`config.mk`:
```
export PLATFORM = sky130hd
export DESIGN_NAME = imem_arbiter
export DESIGN_NICKNAME = d
export VERILOG_FILES = /design/src/rtl/imem_arbiter.sv
export SDC_FILE = /design/constraint.sdc
export NUM_CORES = 1
export LEC_CHECK = 0
export CAP_MARGIN = 15
export CELL_PAD_IN_SITES_DETAIL_PLACEMENT = 1
export CELL_PAD_IN_SITES_GLOBAL_PLACEMENT = 1
export CORE_ASPECT_RATIO = 1.75
export CORE_MARGIN = 5
export CORE_UTILIZATION = 22
export CTS_CLUSTER_DIAMETER = 150
export DETAILED_ROUTE_END_ITERATION = 8
export PLACE_DENSITY_LB_ADDON = 0.1
export SKIP_LAST_GASP = 1
export SLEW_MARGIN = 5
export SYNTH_ARGS = -nofsm -noshare
export SYNTH_HDL_FRONTEND = slang
export SYNTH_SLANG_ARGS = --single-unit
```
`constraint.sdc`:
```
create_clock -name clk -period 2.4 [get_ports clk]
set_input_delay 0.48 -clock clk [delete_from_list [all_inputs] [get_ports clk]]
set_output_delay 0.48 -clock clk [all_outputs]
set_load 0.05 [all_outputs]
```
`src/rtl/imem_arbiter.sv`:
```
// rtl/imem_arbiter.sv - single-port IMEM arbiter between instruction fetch and loader/debug port
// Loader port and fetch-streak fairness are built only when IMEM_ARB_LOADER_EN is defined.
module imem_arbiter #(
    parameter int ADDR_W        = 32,
    parameter int DATA_W        = 32,
    parameter int IF_MAX_STREAK = 4
) (
    input  logic                clk,
    input  logic                rst_n,
    input  logic                if_req_i,
    input  logic [ADDR_W-1:0]   if_addr_i,
    input  logic                if_kill_i,
    output logic                if_ack_o,
    output logic [DATA_W-1:0]   if_rdata_o,
    input  logic                ld_req_i,
    input  logic                ld_we_i,
    input  logic [ADDR_W-1:0]   ld_addr_i,
    input  logic [DATA_W-1:0]   ld_wdata_i,
    input  logic [DATA_W/8-1:0] ld_sel_i,
    output logic                ld_ack_o,
    output logic [DATA_W-1:0]   ld_rdata_o,
    output logic                mem_req_o,
    output logic                mem_we_o,
    output logic [ADDR_W-1:0]   mem_addr_o,
    output logic [DATA_W-1:0]   mem_wdata_o,
    output logic [DATA_W/8-1:0] mem_sel_o,
    input  logic                mem_ack_i,
    input  logic [DATA_W-1:0]   mem_rdata_i
);
    localparam int SEL_W = DATA_W / 8;

    typedef enum logic [1:0] {IDLE, IF_BUSY, LD_BUSY, DRAIN} state_t;

    state_t            state;
    logic [ADDR_W-1:0] lat_addr;
    logic              lat_we;
    logic [DATA_W-1:0] lat_wdata;
    logic [SEL_W-1:0]  lat_sel;
    logic              idle;
    logic              if_win;
    logic              grant;

    assign idle = (state == IDLE);

`ifdef IMEM_ARB_LOADER_EN
    localparam int STREAK_W = $clog2(IF_MAX_STREAK + 1);

    logic [STREAK_W-1:0] streak;
    logic                streak_sat;
    logic                ld_win;

    assign streak_sat = (streak == STREAK_W'(IF_MAX_STREAK));
    assign if_win     = idle && if_req_i && !if_kill_i && !(streak_sat && ld_req_i);
    assign ld_win     = idle && ld_req_i && !if_win;
    assign grant      = if_win || ld_win;

    // Streak only counts fetch grants taken while the loader is actually waiting.
    always_ff @(posedge clk) begin
        if (!rst_n || !ld_req_i || ld_win)
            streak <= '0;
        else if (if_win && !streak_sat)
            streak <= streak + 1'b1;
    end

    assign ld_ack_o   = rst_n && mem_ack_i && (ld_win || state == LD_BUSY);
    assign ld_rdata_o = mem_rdata_i;
`else
    logic unused_ld;

    assign unused_ld  = ^{ld_req_i, ld_we_i, ld_addr_i, ld_wdata_i, ld_sel_i};
    assign if_win     = idle && if_req_i && !if_kill_i;
    assign grant      = if_win;
    assign ld_ack_o   = 1'b0;
    assign ld_rdata_o = '0;
`endif

    assign if_ack_o   = rst_n && mem_ack_i && (if_win || (state == IF_BUSY && !if_kill_i));
    assign if_rdata_o = mem_rdata_i;

    always_comb begin
        mem_req_o   = 1'b0;
        mem_we_o    = 1'b0;
        mem_addr_o  = lat_addr;
        mem_wdata_o = lat_wdata;
        mem_sel_o   = lat_sel;
        if (!rst_n) begin
            mem_addr_o  = '0;
            mem_wdata_o = '0;
            mem_sel_o   = '0;
        end else if (!idle) begin
            mem_req_o = 1'b1;
            mem_we_o  = lat_we;
        end else if (if_win) begin
            mem_req_o   = 1'b1;
            mem_addr_o  = if_addr_i;
            mem_wdata_o = '0;
            mem_sel_o   = '1;
        end
`ifdef IMEM_ARB_LOADER_EN
        else if (ld_win) begin
            mem_req_o   = 1'b1;
            mem_we_o    = ld_we_i;
            mem_addr_o  = ld_addr_i;
            mem_wdata_o = ld_wdata_i;
            mem_sel_o   = ld_sel_i;
        end
`endif
    end

    always_ff @(posedge clk) begin
        if (!rst_n) begin
            state     <= IDLE;
            lat_addr  <= '0;
            lat_we    <= 1'b0;
            lat_wdata <= '0;
            lat_sel   <= '0;
        end else begin
            case (state)
                IDLE: begin
                    // Capture the winner's request so later requester changes cannot disturb it.
                    if (grant && !mem_ack_i) begin
                        lat_addr  <= mem_addr_o;
                        lat_we    <= mem_we_o;
                        lat_wdata <= mem_wdata_o;
                        lat_sel   <= mem_sel_o;
`ifdef IMEM_ARB_LOADER_EN
                        state     <= if_win ? IF_BUSY : LD_BUSY;
`else
                        state     <= IF_BUSY;
`endif
                    end
                end
                IF_BUSY: begin
                    if (mem_ack_i)
                        state <= IDLE;
                    else if (if_kill_i)
                        state <= DRAIN;
                end
                default: begin
                    if (mem_ack_i)
                        state <= IDLE;
                end
            endcase
        end
    end
endmodule

```
== Word-level counts from Yosys, hierarchy flattened ==
Cells that the tools add are included.

* Latch bits: 0
* Memories: 0
* Memory bits (read-only): 0
* Bits of input ports: 139
* Word-level logic and storage cells: 40
* Register bits: 71
* Memory bits (writable): 0
* Output and inout bits: 136

* Multipliers: 0
* Add/subtract/negate cells: 0
* Div/mod/pow operators: 0
* Eq/ne operators: 3
* $lt $le $gt $ge: 0
* Shifts and indexed selects: 0
* Muxes and demuxes: 19
* Bitwise operators: 0
* Reduce and logical (&&, ||, !) cells: 13

{| class="wikitable"
|+ Operators with widths
! cell !! number
|-
| 32-bit two-way mux || 6
|-
| 4-bit two-way mux || 3
|-
| 2-bit two-way mux || 4
|-
| 1-bit logical AND || 6
|-
| 1-bit two-way mux || 5
|-
| 2-bit case mux with 2 select lines || 1
|-
| 3-bit != test, second input constant || 1
|-
| 3-bit AND reduction || 1
|-
| 3-bit nonzero test || 1
|-
| 2-bit by 1-bit == test with 1-bit output, second input constant || 1
|-
| 1-bit zero test || 2
|-
| 2-bit zero test || 1
|-
| 2-bit by 1-bit != test with 1-bit output, second input constant || 1
|-
| 2-bit AND reduction || 1
|-
| 1-bit logical OR || 1
|}

== Logic depth before layout (Yosys ltp) ==
Gate-level depths: netlist of the first run.

* Depth in word-level cells: 6
* Gate-level depth with buffers: 6
* Depth with buffers taken out: 3

== Worst setup path after synthesis of the first run ==
No wires, ideal clock.

* Path type: in2out
* Start point: in if_kill_i
* End point: out mem_addr_o[1]
* Path slack: -0.390 ns
* Data arrival time: 2.310 ns
* Required time: 1.920 ns
* Buffers on the path: 1
* Stages on the path: 4
* Path through: nor4b_2 > clkbuf_1 > nand2_1 > a21boi_0

* Cells in the longest elaborated chain, start to end: 5

{| class="wikitable"
|+ Ends and longest elaborated chain
! element !! line !! text
|-
| start, declared || 12 || <nowiki>input logic if_kill_i,</nowiki>
|-
| 1-bit zero test || 71 || <nowiki>assign if_win = idle && if_req_i && !if_kill_i;</nowiki>
|-
| 1-bit logical AND || 71 ||
|-
| 32-bit two-way mux || 93 || <nowiki>end else if (if_win) begin</nowiki>
|-
| 32-bit two-way mux || 90 || <nowiki>end else if (!idle) begin</nowiki>
|-
| 32-bit two-way mux || 86 || <nowiki>if (!rst_n) begin</nowiki>
|-
| end, declared || 24 || <nowiki>output logic [ADDR_W-1:0] mem_addr_o,</nowiki>
|}

No other way between the ends.

== Worst setup path in the final report of the first run ==
* Start point: reg state[0]
* End point: out mem_addr_o[25]

* Cells in the longest elaborated chain, start to end: 6

{| class="wikitable"
|+ Ends and longest elaborated chain
! element !! line !! text
|-
| start, declared || 34 || <nowiki>state_t state;</nowiki>
|-
| start signal, assigned || 112 || <nowiki>state <= IDLE;</nowiki>
|-
| start signal, assigned || 129 || <nowiki>state <= IF_BUSY;</nowiki>
|-
| start signal, assigned || 135 || <nowiki>state <= IDLE;</nowiki>
|-
| 2-bit zero test * || 43 || <nowiki>assign idle = (state == IDLE);</nowiki>
|-
| 1-bit logical AND (2 in series) || 71 ||
|-
| 32-bit two-way mux || 93 ||
|-
| 32-bit two-way mux * || 90 ||
|-
| 32-bit two-way mux * || 86 ||
|}

Every way passes the cells marked *; elsewhere a longest branch is shown, timed or not.

==> results.cfg, run 1 <==
[placement]
placed_area_sq_mm = 0.00510
dpl.hpwl_um = 7750
io_buffers = 107
finalWeightedCongestion = 0.679

[floorplan]
fp.coreArea_sq_mm = 0.0164
dieArea_sq_mm = 0.0194
die_h_um = 180
ios = 275
floorplan.initialDensity_pct = 22.3
die_width_um = 107
fp-row-count = 62

[pwr]
post-layout-total-power_mw = 3.13
p_leak_nw = 2.29
ir_drop_mv = 0.274
powerDensity_mw_per_mm2 = 549

[routing]
drt_first_pass_iters = 4
violation_count_after_the_first_detailed_route_iteration = 94
route.detailed.wl_per_inst_um = 14.0
vias_per_cell = 4.03
routed_wl_um = 11100
drc_errors = 0
route.vias.total = 3187
post_route_ant_nets = 0

[grt]
antenna_found_initial = 1
largest_net_degree_at_the_start_of_global_routing = 63
grt_pass1_vias = 3339
overflow = 0
global_route.usage.total_pct = 11.7
wire_length_of_the_first_global_routing_pass_um = 17800

[final_layout]
most_common_cell_after_layout_fill_and_taps_aside = sky130_fd_sc_hd__nand2_1
postLayoutCellArea_sq_mm = 0.00570
multiInputGateArea_sq_mm = 0.00187
filler_cell_count = 1893
ff_latch_area_sq_mm = 0.00143
synthToLayoutAreaGrowth_pct = 56.3
final_net_count = 699
final_layout_size_suffix_gt1_share_pct = 29.6
layout.cells.most_common_list = 145 x sky130_fd_sc_hd__nand2_1, 70 x sky130_fd_sc_hd__nor2_1, 70 x sky130_fd_sc_hd__dfxtp_1, 49 x sky130_fd_sc_hd__buf_12

[clock_network]
cts_num_sinks = 71
cts_made_buffers = 9
cts_tree = built
cts_root_buffer = sky130_fd_sc_hd__clkbuf_16
cts-htree-levels = 3
clk_path_buf_depth = 2
insertion_delay_ps = 330
clkTransAtPathRegs_ps = 60

[worst_hold_path]
whs_path_depth = 2
hold_path.startpoint = lat_wdata[29]$_SDFFE_PN0P_
hold_end = lat_wdata[29]$_SDFFE_PN0P_
holdCritPathClass = reg2reg

[yosys]
synthTopCellsByArea = sky130_fd_sc_hd__dfxtp_1 39%, sky130_fd_sc_hd__nand2_1 17%, sky130_fd_sc_hd__buf_4 14%, sky130_fd_sc_hd__mux2i_1 8.8%, sky130_fd_sc_hd__nor2_1 7.2%
biggest_area_consumer_among_synthesized_cells = sky130_fd_sc_hd__dfxtp_1
ys.warnings.count = 0
sequential_cell_area_fraction_in_the_yosys_report_pct = 38.9
synth_cell_type_count = 18
post-synth-top-area-fraction_pct = 38.9
synth.ff_latch_count = 71
synthesis.area_per_instance_sq_um = 7.57
post_synth_instance_area_sq_mm = 0.00365
syn-instance-count = 482

[critical_path]
critical-path-top-cell-by-count = sky130_fd_sc_hd__buf_12
reg2reg_depth = 6
worst_path_dominant_cell_family = simple AND/OR/NAND/NOR gates
minimum_setup_slack_among_reg_to_reg_paths_ps = 390
end_kind = output pin
critical-path-max-stage-delay_ps = 580
critPathSlowestCell = sky130_fd_sc_hd__or4b_4
critPathKind = reg2out
critPathMaxFanout = 9
reg_to_reg_critical_path_endpoint = lat_addr[13]$_SDFFE_PN0P_
critical_path.n_buffers_inverters = 3
critical_path.startpoint_type = flip-flop
reg2reg_from = state[0]$_SDFFE_PN0P_
worst-endpoint-arrival_ps = 1880
crit_required_ps = 1920
crit_path_cells = or4b_4, buf_12, buf_12, nand2_1, a21boi_2, buf_12

[timing]
post_route_fraction_of_the_period_consumed_by_the_critical_path_pct = 98.3
max_clock_freq_ghz = 0.424
hold_violations = 0
finalSetupViolCount = 0
finalMaxSlewViolations = 0
grt_setup_unrepaired = true
final.min_clock_period_ps = 2360
fin_skew_ps = 6.95

[outcome]
status = completed

[job]
timing.max_cap.violations = 0
==> stage by stage <==
step	hold WS (ps)	setup TNS (ps)	worst slack [ps]	utilization (%)	cells
finish	441	0	39.6	34.8	790
global route	454	-80.4	-13.3	34.8	789
CTS	446	0	6.13	34.5	788
detailed placement	438	-11050	-234	31.1	764
global placement	434	-10350	-230	31.1	764
floorplan	425	-15.8	-15.8	-	514
==> tightest hold or removal path: stages, from the launching register on <==
cell and delay (ps):
sky130_fd_sc_hd__dfxtp_1 290, sky130_fd_sc_hd__nand2_1 60, sky130_fd_sc_hd__nor2_1 40
==> sequential cells by signal, indices dropped and copies added, names as in the netlist <==
name and flops:
lat_we 1, lat_sel 4, lat_addr 32, lat_wdata 32
state 2
==> power breakdown <==
part	switching [mW]	internal, mW	total, mW
sequential	0.0140	1.20	1.22
combinational	0.404	0.286	0.690
clock	0.506	0.721	1.23
total	0.924	2.21	3.13
==> per-layer routing <==
metal	vias to the layer above	global-route usage, %	share of wire, %
met5	-	0	0
met4	0	4.35	1.6
met3	12	4.23	7.9
met2	112	20.7	53
met1	1481	12.6	38
li1	1582	-	-
==> logic make-up after synthesis <==
| logic type | share of synthesized area [%] |
|---|---|
| other | 0.103 |
| flip-flops | 38.9 |
| buffers and inverters | 17.8 |
| AND/OR/NAND/NOR | 25.3 |
| AO/OA/AOI/OAI | 9.02 |
| multiplexers | 8.78 |
==> worst max path at each step <==
stage	start	to	slack, ps	cells after the start
after floorplan	if_req_i	mem_addr_o[1]	-20	5
after global placement	if_kill_i	mem_sel_o[2]	-230	5
after detailed placement	if_kill_i	mem_sel_o[0]	-230	5
after CTS	state[0]$_SDFFE_PN0P_	mem_addr_o[2]	6	6
after global routing	state[0]$_SDFFE_PN0P_	mem_addr_o[22]	-10	6
final	state[0]$_SDFFE_PN0P_	mem_addr_o[25]	40	6
==> area by class of cell <==
| class | instances | share of cell area [%] |
|---|---|---|
| Antenna cell | 1 | 0.0439 |
| Clock buffer | 10 | 4.19 |
| Clock inverter | 6 | 0.636 |
| Multi-Input combinational cell | 345 | 32.8 |
| Sequential cell | 71 | 25.0 |
| Tap cell | 224 | 4.91 |
| Timing Repair Buffer | 133 | 32.4 |
==> synthesized netlist by cell type, drive strengths merged <==
cell    instances
a21boi         33
a21oi           2
buf            76
clkbuf         22
conb            1
dfxtp          71
mux2i          32
nand2         161
nand2b          2
nor2           71
nor4b           1
o2111a          1
o21a            8
or4b            1
==> repair_timing <==
item | CTS | global route
endpoints found under the setup margin | 68 | 32
pin swaps | 5 | 3
hold buffers | 0 | 0
cloned | 4 | 0
buffers inserted | 4 | 1
resized for setup | 35 | 18
Note: power is estimated with default switching activity, not from simulation.
==> inputs of run 2 (changes only) <==
- CAP_MARGIN: 15 -> 20
- PLACE_DENSITY: default -> 0.81
- PLACE_DENSITY_LB_ADDON: 0.1 -> default
==> run 2 against run 1 <==
Critical path type is now in2out. Final cell count fell by 0.63%. Clock-buffer cell count did not move. Power rose by 7.0%. Routed wire length fell by 3.3%.
==> results.cfg, run 2 (same netlist as run 1, synthesis figures left out) <==
[outcome]
status = completed

[clock_network]
cts.hold.buffers_added = 0
cts_made_buffers = 9
clk_path_buf_depth = 2
cts_num_sinks = 71
cts-htree-levels = 3
cts_root_buffer = sky130_fd_sc_hd__clkbuf_16
clkTransAtPathRegs_ps = 60
cts_tree = built
insertion_delay_ps = 330

[routing]
route.vias.total = 3189
violation_count_after_the_first_detailed_route_iteration = 100
drt_first_pass_iters = 4
vias_per_cell = 4.06
routed_wl_um = 10700
drc_errors = 0
post_route_ant_nets = 0
route.detailed.wl_per_inst_um = 13.7

[timing]
grt_setup_unrepaired = true
hold_violations = 0
max_clock_freq_ghz = 0.427
finalMaxSlewViolations = 0
final.min_clock_period_ps = 2340
fin_tns_setup_ps = 0
finalSetupViolCount = 0
holdWs_ps = 444
fin_skew_ps = 9.06
post_route_fraction_of_the_period_consumed_by_the_critical_path_pct = 97.5
final_critical_path_setup_slack_ps = 60.8

[final_layout]
postLayoutCellArea_sq_mm = 0.00550
antenna-diode-count = 0
registers_with_the_most_flip_flops = lat_addr: 32 flops, lat_wdata: 32 flops, lat_sel: 4 flops
synthToLayoutAreaGrowth_pct = 50.7
most_common_cell_after_layout_fill_and_taps_aside = sky130_fd_sc_hd__nand2_1
final_cell_count_no_fill = 785
layout.cells.most_common_list = 161 x sky130_fd_sc_hd__nand2_1, 70 x sky130_fd_sc_hd__nor2_1, 69 x sky130_fd_sc_hd__dfxtp_1, 46 x sky130_fd_sc_hd__buf_4, 44 x sky130_fd_sc_hd__buf_12
finish.utilization_pct = 33.6
final_net_count = 695
final_layout_size_suffix_gt1_share_pct = 26.0

[critical_path]
critical_path.n_buffers_inverters = 4
critical-path-max-stage-delay_ps = 530
worst_path_dominant_cell_family = buffers and inverters
critPathSlowestCell = sky130_fd_sc_hd__or4b_4
crit_path_cells = clkdlybuf4s15_1, or4b_4, buf_6, nand2_1, a21boi_1, buf_4, buf_12
critical_path.startpoint_type = input pin
end_kind = output pin
crit_required_ps = 1920
crit_start = if_kill_i
worst-endpoint-arrival_ps = 1860
reg2reg_from = state[0]$_SDFFE_PN0P_
critPathMaxFanout = 14
critPathKind = in2out

[pwr]
powerDensity_mw_per_mm2 = 610
ir_drop_mv = 0.252
post-layout-total-power_mw = 3.35
p_leak_nw = 2.22

[grt]
wire_length_of_the_first_global_routing_pass_um = 17300
grt_pass1_vias = 3459
largest_net_degree_at_the_start_of_global_routing = 44
overflow = 0
antenna_found_initial = 0
global_route.usage.total_pct = 11.4

[placement]
dp_slack_ps = -235
finalWeightedCongestion = 0.712
placed_cells = 766
io_buffers = 107
dpl.hpwl_um = 7560
placed_area_sq_mm = 0.00510

[worst_hold_path]
hold_path.startpoint = lat_wdata[13]$_SDFFE_PN0P_
holdCritPathClass = reg2reg

[floorplan]
floorplan.initialDensity_pct = 22.3
ios = 275
dieArea_sq_mm = 0.0194
die_h_um = 180
fp.coreArea_sq_mm = 0.0164
die_width_um = 107
fp-row-count = 62

[job]
timing.max_cap.violations = 0
## run 2: cell count changes in the layout (fill, tap and decap cells not counted), moves of 3 or more
| cell | previous run | this run |
|---|---|---|
| sky130_fd_sc_hd__buf_12 | 49 | 44 |
| sky130_fd_sc_hd__buf_4 | 29 | 46 |
| sky130_fd_sc_hd__buf_6 | 16 | 3 |
| sky130_fd_sc_hd__clkinv_2 | 4 | 1 |
| sky130_fd_sc_hd__nand2_1 | 145 | 161 |
| sky130_fd_sc_hd__nand2_2 | 16 | 0 |
## run 2: path summary, 6_finish.rpt
path,end,slack [ps],cells after the start
max,mem_addr_o[1],60,7
min,lat_wdata[13]$_SDFFE_PN0P_,440,2
max reg2reg,lat_addr[6]$_SDFFE_PN0P_,520,6
min reg2reg,lat_wdata[13]$_SDFFE_PN0P_,440,2
## run 2: per-layer routing
layer  track usage, %  share of wire, %
met3             2.98               5.9
met5                0                 0
met4             5.66               3.3
met2             21.4                54
met1             11.3                37
## run 2: worst register-to-register path, cell delays in order, from the launching register on
cell and delay, ps:
sky130_fd_sc_hd__dfxtp_4 370, sky130_fd_sc_hd__or4b_4 530, sky130_fd_sc_hd__buf_6 170, sky130_fd_sc_hd__buf_4 160, sky130_fd_sc_hd__nor2_8 110, sky130_fd_sc_hd__buf_12 230, sky130_fd_sc_hd__mux2i_1 250
## run 2: report_power, final
part	internal [mW]	switching, mW	total (mW)
clock network	0.945	0.545	1.49
registers	1.20	0.0126	1.21
logic	0.253	0.396	0.650
total	2.40	0.954	3.35
## run 2: what timing repair did
action                                  in CTS  in global routing
endpoints found under the setup margin      52                 44
gates cloned                                 2                  0
gates resized for setup                      5                  8
setup buffers                                2                  0
pin swaps                                    1                  3
## run 2: area by class of cell
class	count	area, sq um
repair buffers	129	1640
flip-flops and latches	71	1430
multi-input cells	345	1830
clock inverters	6	90.1
fillers	1924	10900
well taps	224	280
clock buffers	10	239
==> inputs of run 3 (changes only) <==
- TNS_END_PERCENT: default -> 1
==> run 3 against run 2 <==
Worst hold slack got worse by 0.94 ps. Die area unchanged. First-iteration DRC count decreased by 17%. Critical path depth unchanged. Clock-buffer cell count unchanged. Cell area decreased by 2.5%. Routed wire length decreased by 3.5%. Power decreased by 5.0%. Maximum frequency decreased by 0.35%. Sequential power about the same. Highest routed layer unchanged.
==> results.cfg, run 3 (same netlist as run 1, synthesis figures left out) <==
[clock_network]
cts-htree-levels = 3
cts_root_buffer = sky130_fd_sc_hd__clkbuf_16
insertion_delay_ps = 330
cts_made_buffers = 9
clk_path_buf_depth = 2
clkTransAtPathRegs_ps = 60
cts_num_sinks = 71
cts.hold.buffers_added = 0
cts_tree = built

[placement]
dp_slack_ps = -290
placed_area_sq_mm = 0.00501
finalWeightedCongestion = 0.670
io_buffers = 107
dpl.hpwl_um = 7580
placed_cells = 765

[job]
timing.max_cap.violations = 0

[final_layout]
synthToLayoutAreaGrowth_pct = 46.9
final_cell_count_no_fill = 782
filler_cell_count = 1936
postLayoutCellArea_sq_mm = 0.00536
antenna-diode-count = 0
final_layout_size_suffix_gt1_share_pct = 20.3
registers_with_the_most_flip_flops = lat_addr: 32 flops, lat_wdata: 32 flops, lat_sel: 4 flops
final_net_count = 692
most_common_cell_after_layout_fill_and_taps_aside = sky130_fd_sc_hd__nand2_1
finish.utilization_pct = 32.8
layout.cells.most_common_list = 161 x sky130_fd_sc_hd__nand2_1, 70 x sky130_fd_sc_hd__nor2_1, 69 x sky130_fd_sc_hd__dfxtp_1, 46 x sky130_fd_sc_hd__buf_12, 42 x sky130_fd_sc_hd__buf_4

[timing]
fin_tns_setup_ps = 0
final.min_clock_period_ps = 2350
final_critical_path_setup_slack_ps = 52.5
grt_setup_unrepaired = true
holdWs_ps = 443
fin_skew_ps = 7.43
finalMaxSlewViolations = 0
max_clock_freq_ghz = 0.426
post_route_fraction_of_the_period_consumed_by_the_critical_path_pct = 97.8
hold_violations = 0
finalSetupViolCount = 0

[grt]
overflow = 0
wire_length_of_the_first_global_routing_pass_um = 16200
antenna_found_initial = 0
global_route.usage.total_pct = 10.6
grt_pass1_vias = 3363
largest_net_degree_at_the_start_of_global_routing = 60

[routing]
post_route_ant_nets = 0
route.vias.total = 3176
drt_first_pass_iters = 4
violation_count_after_the_first_detailed_route_iteration = 83
routed_wl_um = 10300
drc_errors = 0
vias_per_cell = 4.06
route.detailed.wl_per_inst_um = 13.2

[pwr]
p_leak_nw = 2.19
ir_drop_mv = 0.252
post-layout-total-power_mw = 3.19
powerDensity_mw_per_mm2 = 594

[worst_hold_path]
holdCritPathClass = reg2reg

[outcome]
status = completed

[critical_path]
critPathKind = in2out
minimum_setup_slack_among_reg_to_reg_paths_ps = 540
end_kind = output pin
critical_path.startpoint_type = input pin
crit_required_ps = 1920
critPathMaxFanout = 6
worst-endpoint-arrival_ps = 1870

[floorplan]
floorplan.initialDensity_pct = 22.3
ios = 275
die_h_um = 180
dieArea_sq_mm = 0.0194
fp-row-count = 62
fp.coreArea_sq_mm = 0.0164
die_width_um = 107
-- run 3: cell type report --
| class | count | area, sq um | share of cell area (%) |
|---|---|---|---|
| Multi-Input combinational cell | 345 | 1710 | 32.0 |
| Clock inverter | 6 | 70.1 | 1.31 |
| Timing Repair Buffer | 126 | 1640 | 30.6 |
| Sequential cell | 71 | 1430 | 26.6 |
| Clock buffer | 10 | 229 | 4.27 |
| Tap cell | 224 | 280 | 5.23 |
-- run 3: where the power goes --
part / switching [mW] / internal (mW) / leakage [nW]
Sequential: 0.0124 / 1.20 / 0.576
Clock: 0.531 / 0.810 / 0.135
Combinational: 0.384 / 0.246 / 1.48
-- run 3: critical path: stages --
cell and delay, ps:
sky130_fd_sc_hd__clkdlybuf4s15_1 250, sky130_fd_sc_hd__or4b_4 560, sky130_fd_sc_hd__buf_12 180, sky130_fd_sc_hd__nand2_1 60, sky130_fd_sc_hd__a21boi_1 60, sky130_fd_sc_hd__buf_4 130
sky130_fd_sc_hd__buf_12 140
-- run 3: worst paths after layout --
| kind | from | end | depth (start not counted) |
|---|---|---|---|
| setup / recovery | if_req_i | mem_addr_o[29] | 7 |
| hold / removal | lat_wdata[19]$_SDFFE_PN0P_ | lat_wdata[19]$_SDFFE_PN0P_ | 2 |
| setup reg to reg | state[0]$_SDFFE_PN0P_ | lat_addr[9]$_SDFFE_PN0P_ | 5 |
| hold reg to reg | lat_wdata[19]$_SDFFE_PN0P_ | lat_wdata[19]$_SDFFE_PN0P_ | 2 |
-- run 3: repair_timing --
item	in CTS	in global routing
setup endpoints to repair	61	17
gates resized for setup	5	7
buffers inserted	0	0
cloned	0	2
pin swaps	0	1
-- run 3: per-layer routing --
| metal | GRT usage (%) | wire (um) | vias to the layer above | part of all wire [%] |
|---|---|---|---|---|
| met4 | 6.37 | 479 | 0 | 4.6 |
| met5 | 0 | 0 | - | 0 |
| met1 | 10.4 | 3690 | 1479 | 36 |
| met2 | 19.8 | 5660 | 102 | 55 |
| li1 | - | - | 1556 | - |
| met3 | 2.08 | 517 | 39 | 5.0 |
